**config.mk**
```make
export PLATFORM = sky130hd
export DESIGN_NAME = vector_writeback_collector
export DESIGN_NICKNAME = d
export VERILOG_FILES = /design/src/rtl/vector_writeback_collector.sv
export SDC_FILE = /design/constraint.sdc
export NUM_CORES = 2
export LEC_CHECK = 0
export ABC_AREA = 1
export CAP_MARGIN = 5
export CORE_AREA = 2 2 440 442
export CTS_BUF_LIST = sky130_fd_sc_hd__clkbuf_16
export DETAILED_ROUTE_END_ITERATION = 10
export DIE_AREA = 0 0 442 444
export SLEW_MARGIN = 0
export SYNTH_ARGS = -nofsm -noshare
export SYNTH_HDL_FRONTEND = slang
export SYNTH_SLANG_ARGS = --single-unit
```
**constraint.sdc**
```tcl
create_clock -name clk -period 5.8 [get_ports clk]
set_clock_uncertainty 0.15 [all_clocks]
set_input_delay 1.16 -clock clk [delete_from_list [all_inputs] [get_ports clk]]
set_output_delay 1.16 -clock clk [all_outputs]
set_load 0.005 [all_outputs]
```
**src/rtl/vector_writeback_collector.sv**
```systemverilog
// vector_writeback_collector
//   Sole driver of the vector register-file write port. ALU results are
//   registered straight through. Gather-load lanes arriving one per cycle
//   are collected into a per-lane buffer and issued as one masked write
//   once every requested lane has arrived and an ALU-free slot appears.
// Ports:
//   clk, reset_n              clock, synchronous active-low reset
//   alu_*_i                   single-cycle ALU vector result (valid/reg/value/mask)
//   gather_start_i/reg/mask   begin a gather (reg and mask captured on start)
//   gather_lane_valid/lane/data  one returning lane result per cycle
//   gather_busy_o             collecting or waiting for a write slot
//   gather_done_o             pulse when a gather retires
//   gather_overrun_o          pulse when a start is dropped (already busy)
//   write_en/reg/value/mask_o register-file write port (all zero when idle)

module vwc_lane (
  input  logic        clk,
  input  logic        reset_n,
  input  logic        clr_i,
  input  logic        ld_i,
  input  logic [31:0] d_i,
  output logic [31:0] q_o
);
  logic [31:0] data_d, data_q;

  always_comb begin
    data_d = data_q;
    if (clr_i)     data_d = '0;
    else if (ld_i) data_d = d_i;
  end

  always_ff @(posedge clk) begin
    if (!reset_n) data_q <= '0;
    else          data_q <= data_d;
  end

  assign q_o = data_q;
endmodule

module vector_writeback_collector #(
  parameter int NUM_LANES = 16,
  parameter int REG_BITS  = 7,
  localparam int LANE_W   = $clog2(NUM_LANES)
) (
  input  logic                   clk,
  input  logic                   reset_n,
  input  logic                   alu_valid_i,
  input  logic [REG_BITS-1:0]    alu_reg_i,
  input  logic [NUM_LANES*32-1:0] alu_value_i,
  input  logic [NUM_LANES-1:0]   alu_mask_i,
  input  logic                   gather_start_i,
  input  logic [REG_BITS-1:0]    gather_reg_i,
  input  logic [NUM_LANES-1:0]   gather_mask_i,
  input  logic                   gather_lane_valid_i,
  input  logic [LANE_W-1:0]      gather_lane_i,
  input  logic [31:0]            gather_data_i,
  output logic                   gather_busy_o,
  output logic                   gather_done_o,
  output logic                   gather_overrun_o,
  output logic                   write_en_o,
  output logic [REG_BITS-1:0]    write_reg_o,
  output logic [NUM_LANES*32-1:0] write_value_o,
  output logic [NUM_LANES-1:0]   write_mask_o
);
  typedef enum logic [1:0] {S_IDLE, S_COLLECT, S_PENDING} state_t;

  state_t                       state_d, state_q;
  logic [NUM_LANES-1:0]         rcv_d, rcv_q;
  logic [REG_BITS-1:0]          greg_d, greg_q;
  logic [NUM_LANES-1:0]         gmask_d, gmask_q;

  logic                         wen_d, wen_q;
  logic [REG_BITS-1:0]          wreg_d, wreg_q;
  logic [NUM_LANES-1:0][31:0]   wval_d, wval_q;
  logic [NUM_LANES-1:0]         wmask_d, wmask_q;
  logic                         done_d, done_q;
  logic                         ovr_d, ovr_q;

  logic                         buf_clr;
  logic [NUM_LANES-1:0]         lane_ld;
  logic [NUM_LANES-1:0][31:0]   lane_q;
  logic [NUM_LANES-1:0]         lane_oh;
  logic                         lane_hit;

  // Per-lane collection buffer
  for (genvar g = 0; g < NUM_LANES; g++) begin : g_lane
    vwc_lane u_lane (
      .clk    (clk),
      .reset_n(reset_n),
      .clr_i  (buf_clr),
      .ld_i   (lane_ld[g]),
      .d_i    (gather_data_i),
      .q_o    (lane_q[g])
    );
  end

  assign lane_oh  = {{(NUM_LANES-1){1'b0}}, 1'b1} << gather_lane_i;
  // Accept only a requested lane that has not arrived yet; duplicates keep first data.
  assign lane_hit = gather_lane_valid_i && |(lane_oh & gmask_q & ~rcv_q);

  always_comb begin
    state_d = state_q;
    rcv_d   = rcv_q;
    greg_d  = greg_q;
    gmask_d = gmask_q;
    buf_clr = 1'b0;
    lane_ld = '0;
    wen_d   = 1'b0;
    wreg_d  = '0;
    wval_d  = '0;
    wmask_d = '0;
    done_d  = 1'b0;
    ovr_d   = 1'b0;

    // ALU owns the write port whenever it is valid, in any state.
    if (alu_valid_i) begin
      wen_d   = 1'b1;
      wreg_d  = alu_reg_i;
      wval_d  = alu_value_i;
      wmask_d = alu_mask_i;
    end

    unique case (state_q)
      S_IDLE: begin
        if (gather_start_i) begin
          greg_d  = gather_reg_i;
          gmask_d = gather_mask_i;
          rcv_d   = '0;
          buf_clr = 1'b1;
          // An empty gather retires at once without touching the register file.
          if (gather_mask_i == '0) done_d  = 1'b1;
          else                     state_d = S_COLLECT;
        end
      end
      S_COLLECT: begin
        ovr_d = gather_start_i;
        if (lane_hit) begin
          lane_ld = lane_oh;
          rcv_d   = rcv_q | lane_oh;
          if ((rcv_q | lane_oh) == gmask_q) state_d = S_PENDING;
        end
      end
      S_PENDING: begin
        ovr_d = gather_start_i;
        if (!alu_valid_i) begin
          wen_d   = 1'b1;
          wreg_d  = greg_q;
          wmask_d = gmask_q;
          for (int i = 0; i < NUM_LANES; i++)
            wval_d[i] = gmask_q[i] ? lane_q[i] : 32'h0;
          done_d  = 1'b1;
          state_d = S_IDLE;
        end
      end
      default: state_d = S_IDLE;
    endcase
  end

  always_ff @(posedge clk) begin
    if (!reset_n) begin
      state_q <= S_IDLE;
      rcv_q   <= '0;
      greg_q  <= '0;
      gmask_q <= '0;
      wen_q   <= 1'b0;
      wreg_q  <= '0;
      wval_q  <= '0;
      wmask_q <= '0;
      done_q  <= 1'b0;
      ovr_q   <= 1'b0;
    end else begin
      state_q <= state_d;
      rcv_q   <= rcv_d;
      greg_q  <= greg_d;
      gmask_q <= gmask_d;
      wen_q   <= wen_d;
      wreg_q  <= wreg_d;
      wval_q  <= wval_d;
      wmask_q <= wmask_d;
      done_q  <= done_d;
      ovr_q   <= ovr_d;
    end
  end

  assign gather_busy_o    = (state_q != S_IDLE);
  assign gather_done_o    = done_q;
  assign gather_overrun_o = ovr_q;
  assign write_en_o       = wen_q;
  assign write_reg_o      = wreg_q;
  assign write_value_o    = wval_q;
  assign write_mask_o     = wmask_q;
endmodule

```
==> reports/qor.csv <==
stage,metric,value,unit
status,run status,completed,
die,chip width,442,µm
route,Post-route DRC,0,
worst_setup_path,CP peak stage delay,0.71,ns
worst_setup_path,critical path's slowest cell,clkdlybuf4s50_1,
sta,hold slack,0.2622,ns
worst_setup_path,"delay-heaviest family, CP",simple AND/OR/NAND/NOR gates,
worst_setup_path,CP startpoint kind,input port,
worst_setup_path,Worst R2R Start,state_q[0]$_SDFFE_PN0P_,
route,Routed WL per cell,23.27,µm
route,WL final,207700,µm
final_layout,Post-Layout Cell Count,8928,
worst_setup_path,Worst EP required,6.28,ns
power,Max rail drop VDD,0.2756,mV
die,Die Y,444,µm
sta,TNS Setup,0,ns
synthesis,#FFs+latches synth,1091,
final_layout,share of cells above drive strength 1,0.05380,
power,leakage,21.25,nW
power,Power Dens Cells,301.2,nW/µm²
clock_network,clock sinks,1091,
sta,"Slew Viols, Final",0,
worst_setup_path,Critical Path AT,4.94,ns
synthesis,Post-Synthesis Cell Area,40080,µm²
route,vias per cell,4.516,
die,starting density of the core,0.2092,
worst_setup_path,WS Path Type,in2reg,
min_path,Hold Crit Depth,2,
clock_network,TritonCTS clock tree,built,
final_layout,multi-input logic area,15600,µm²
die,CORE AREA,191600,µm²
sta,slew margin rel.,0.1836,
global_route,first-pass GRT wire length,284100,µm
final_layout,filler cell count,20390,
place,Placed Area,53660,µm²
worst_setup_path,r2r setup slk,2.40,ns
sta,final setup vio count,0,
job,Max Cap Viol,0,
worst_setup_path,cells along the critical path,clkdlybuf4s50_1 -> inv_1 -> nand4_1 -> nor2_1 -> nor2_1 -> nand2_1 -> nor2_1 -> nand2_1 -> nand2_1 -> nor2_4 -> buf_4 -> nand2_1 -> nand2_1 -> a21oi_1,
global_route,initial antenna violation count,47,
synthesis,"Top FF cell, synth",dfxtp_1,
clock_network,"Clk Latency, worst-skew pair",0.79,ns
worst_setup_path,CP startpoint,gather_lane_i[3],
synthesis,"Seq/Total Area, Yosys",0.5449,
route,post-route ant nets,0,
place,Placer Congestion,0.9098,
sta,Final Hold Viols,0,
clock_network,Num CTS Buffers,120,
worst_setup_path,CP endpoint,g_lane[9].u_lane.q_o[24]$_SDFFE_PP0P_,
sta,fmax,224.0,MHz
route,TritonRoute pass-1 iters,7,
place,I/O Buffers,1137,
sta,Worst Tran Pin Value,1.220,ns
die,total I/O pin count,1138,
sta,Tmin final,4.464,ns
synthesis,Post-synth EDFFs,0,
synthesis,Post-Syn Area per Cell,7.457,µm²
global_route,total gr overflow,0,
global_route,largest net degree at the start of global routing,168,
route,DR vias,40320,
clock_network,cts repair resizes,0,
clock_network,CTS Hold Buffers Added,0,
worst_setup_path,R2R depth,11,
clock_network,clk buf depth,3,
min_path,HP Class,reg2reg,
final_layout,"Design Area, Final",57720,µm²
clock_network,H-tree levels,3,
synthesis,Yosys cell types,21,
worst_setup_path,cell mode on critical path,nand2_1,
synthesis,asr flop ratio synth,0,
global_route,vias in the first global route,38270,
clock_network,Post-CTS Setup Bufs,0,
worst_setup_path,WP depth,14,
worst_setup_path,worst r2r dst,write_value_o[498]$_SDFF_PN0_,
place,placed insts,8676,
clock_network,"Reg clk slew, reported paths",0.06,ns
synthesis,synthesis warning total,0,
worst_setup_path,Worst Path Buf+Inv,3,
global_route,Total Routing Usage GR,0.2012,
sta,final period utilization,0.7697,
die,Rows,161,
synthesis,Cells after Synth,5375,
worst_setup_path,worst-path fanout max,32,
final_layout,area grow syn2layout,44.01,%
power,overall power,0.01739,W
die,die area,196200,µm²
sta,RSZ-0062 raised after global routing,false,
final_layout,fin nets,6874,
final_layout,Reg area,21840,µm²
synthesis,Mapped Nets,5977,
route,Initial DRC Count,4259,
clock_network,root buffer cell,clkbuf_16,
worst_setup_path,crit path capture type,flip-flop,
place,Post-DP HPWL,140700,µm
## per-stage QoR
| stage | setup WS [ns] | utilization |
|---|---|---|
| global placement | 0.6460 | 0.2801 |
| floorplan | 2.719 | - |
| CTS | 1.447 | 0.3010 |
| global route | 1.073 | 0.3011 |
| finish | 1.336 | 0.3013 |
| detailed placement | 0.5745 | 0.2801 |
## tightest hold or removal path, stage by stage (launching register included)
cell     delay, ns
dfxtp_1       0.31
nand2_1       0.06
a21oi_1       0.05
## cells in the final DEF (no fill, tap or decap), types with 2 or more instances in the layout
cell             count
buf_12              18
diode_2             26
clkdlybuf4s50_1   1103
nand4_1              9
clkinv_1            42
nand2_1           1677
nand2_4              3
dfxtp_1           1091
xor2_1               3
bufinv_16           14
buf_2               32
nor2_2               5
clkbuf_16          120
ha_1                 3
clkinvlp_4           6
clkinv_4             3
inv_6                3
a21oi_1            921
inv_1              235
nand2_2              7
inv_8                2
nor2_1             380
clkinv_16            5
o21bai_1             2
clkinv_2            24
nor2_4              16
o21ai_0             28
nand3_1            538
buf_4               78
inv_2                3
## metal layers
metal  wire length (µm)  vias up  share of wire  GRT usage
met5                 82        -        0.00039          0
met2              98850     1888           0.48     0.3376
met1              80170    19080           0.39     0.2417
li1                   -    18950              -          -
met3              18670      382          0.090    0.04837
met4               9932       14          0.048    0.09475
## area by class of cell
class,count,share of cell area
sequential,1091,0.3784
multi-input combinational,3594,0.2703
timing repair buffer,1233,0.2109
tap,2526,0.05475
clock buffer,120,0.05202
clock inverter,106,0.01732
inverter,232,0.01522
antenna,26,0.001127
## power by group
| group | leakage [nW] | total [W] | switching, W | internal [W] |
|---|---|---|---|---|
| clock network | 2.00 | 0.00786 | 0.00346 | 0.00440 |
| logic | 10.4 | 0.00179 | 0.00102 | 0.000766 |
| registers | 8.88 | 0.00773 | 0.0000658 | 0.00767 |
## flip-flops by register name (all words and copies together), names as in the netlist
register	flops
g_lane.u_lane.q_o	512
gather_done_o	1
gather_overrun_o	1
gmask_q	16
greg_q	7
rcv_q	16
state_q	2
write_en_o	1
write_mask_o	16
write_reg_o	7
write_value_o	512
## cell families after synthesis
logic type / Yosys count / synth area share
flip-flops: 1091 / 0.5449
buffers and inverters: 690 / 0.06927
AO/OA/AOI/OAI: 952 / 0.1190
XOR/XNOR: 3 / 0.0006557
AND/OR/NAND/NOR: 2636 / 0.2652
adder cells (fa/ha/maj): 3 / 0.0009366
## Yosys cell counts (9+ instances only)
master    count  area, µm²
a21oi_1     921       4609
buf_6        10      112.6
nand2_1    1687       6332
buf_1        16      60.06
o21ai_0      28      140.1
clkbuf_1    343       1287
inv_1       224      840.8
nor2_1      395       1483
nand4_1       9      56.30
nand3_1     538       2693
dfxtp_1    1091      21840
buf_2        89      445.4
## worst min path at each step
stage	startpoint	to	slack, ns
floorplan	rcv_q[0]$_SDFFE_PN0P_	rcv_q[0]$_SDFFE_PN0P_	0.29
global placement	rcv_q[13]$_SDFFE_PN0P_	rcv_q[13]$_SDFFE_PN0P_	0.29
detailed placement	rcv_q[0]$_SDFFE_PN0P_	rcv_q[0]$_SDFFE_PN0P_	0.30
finish	g_lane[3].u_lane.q_o[12]$_SDFFE_PP0P_	write_value_o[108]$_SDFF_PN0_	0.26
CTS	g_lane[3].u_lane.q_o[12]$_SDFFE_PP0P_	write_value_o[108]$_SDFF_PN0_	0.28
global route	g_lane[3].u_lane.q_o[12]$_SDFFE_PP0P_	write_value_o[108]$_SDFF_PN0_	0.30
Power figures use the tool's default switching activity.
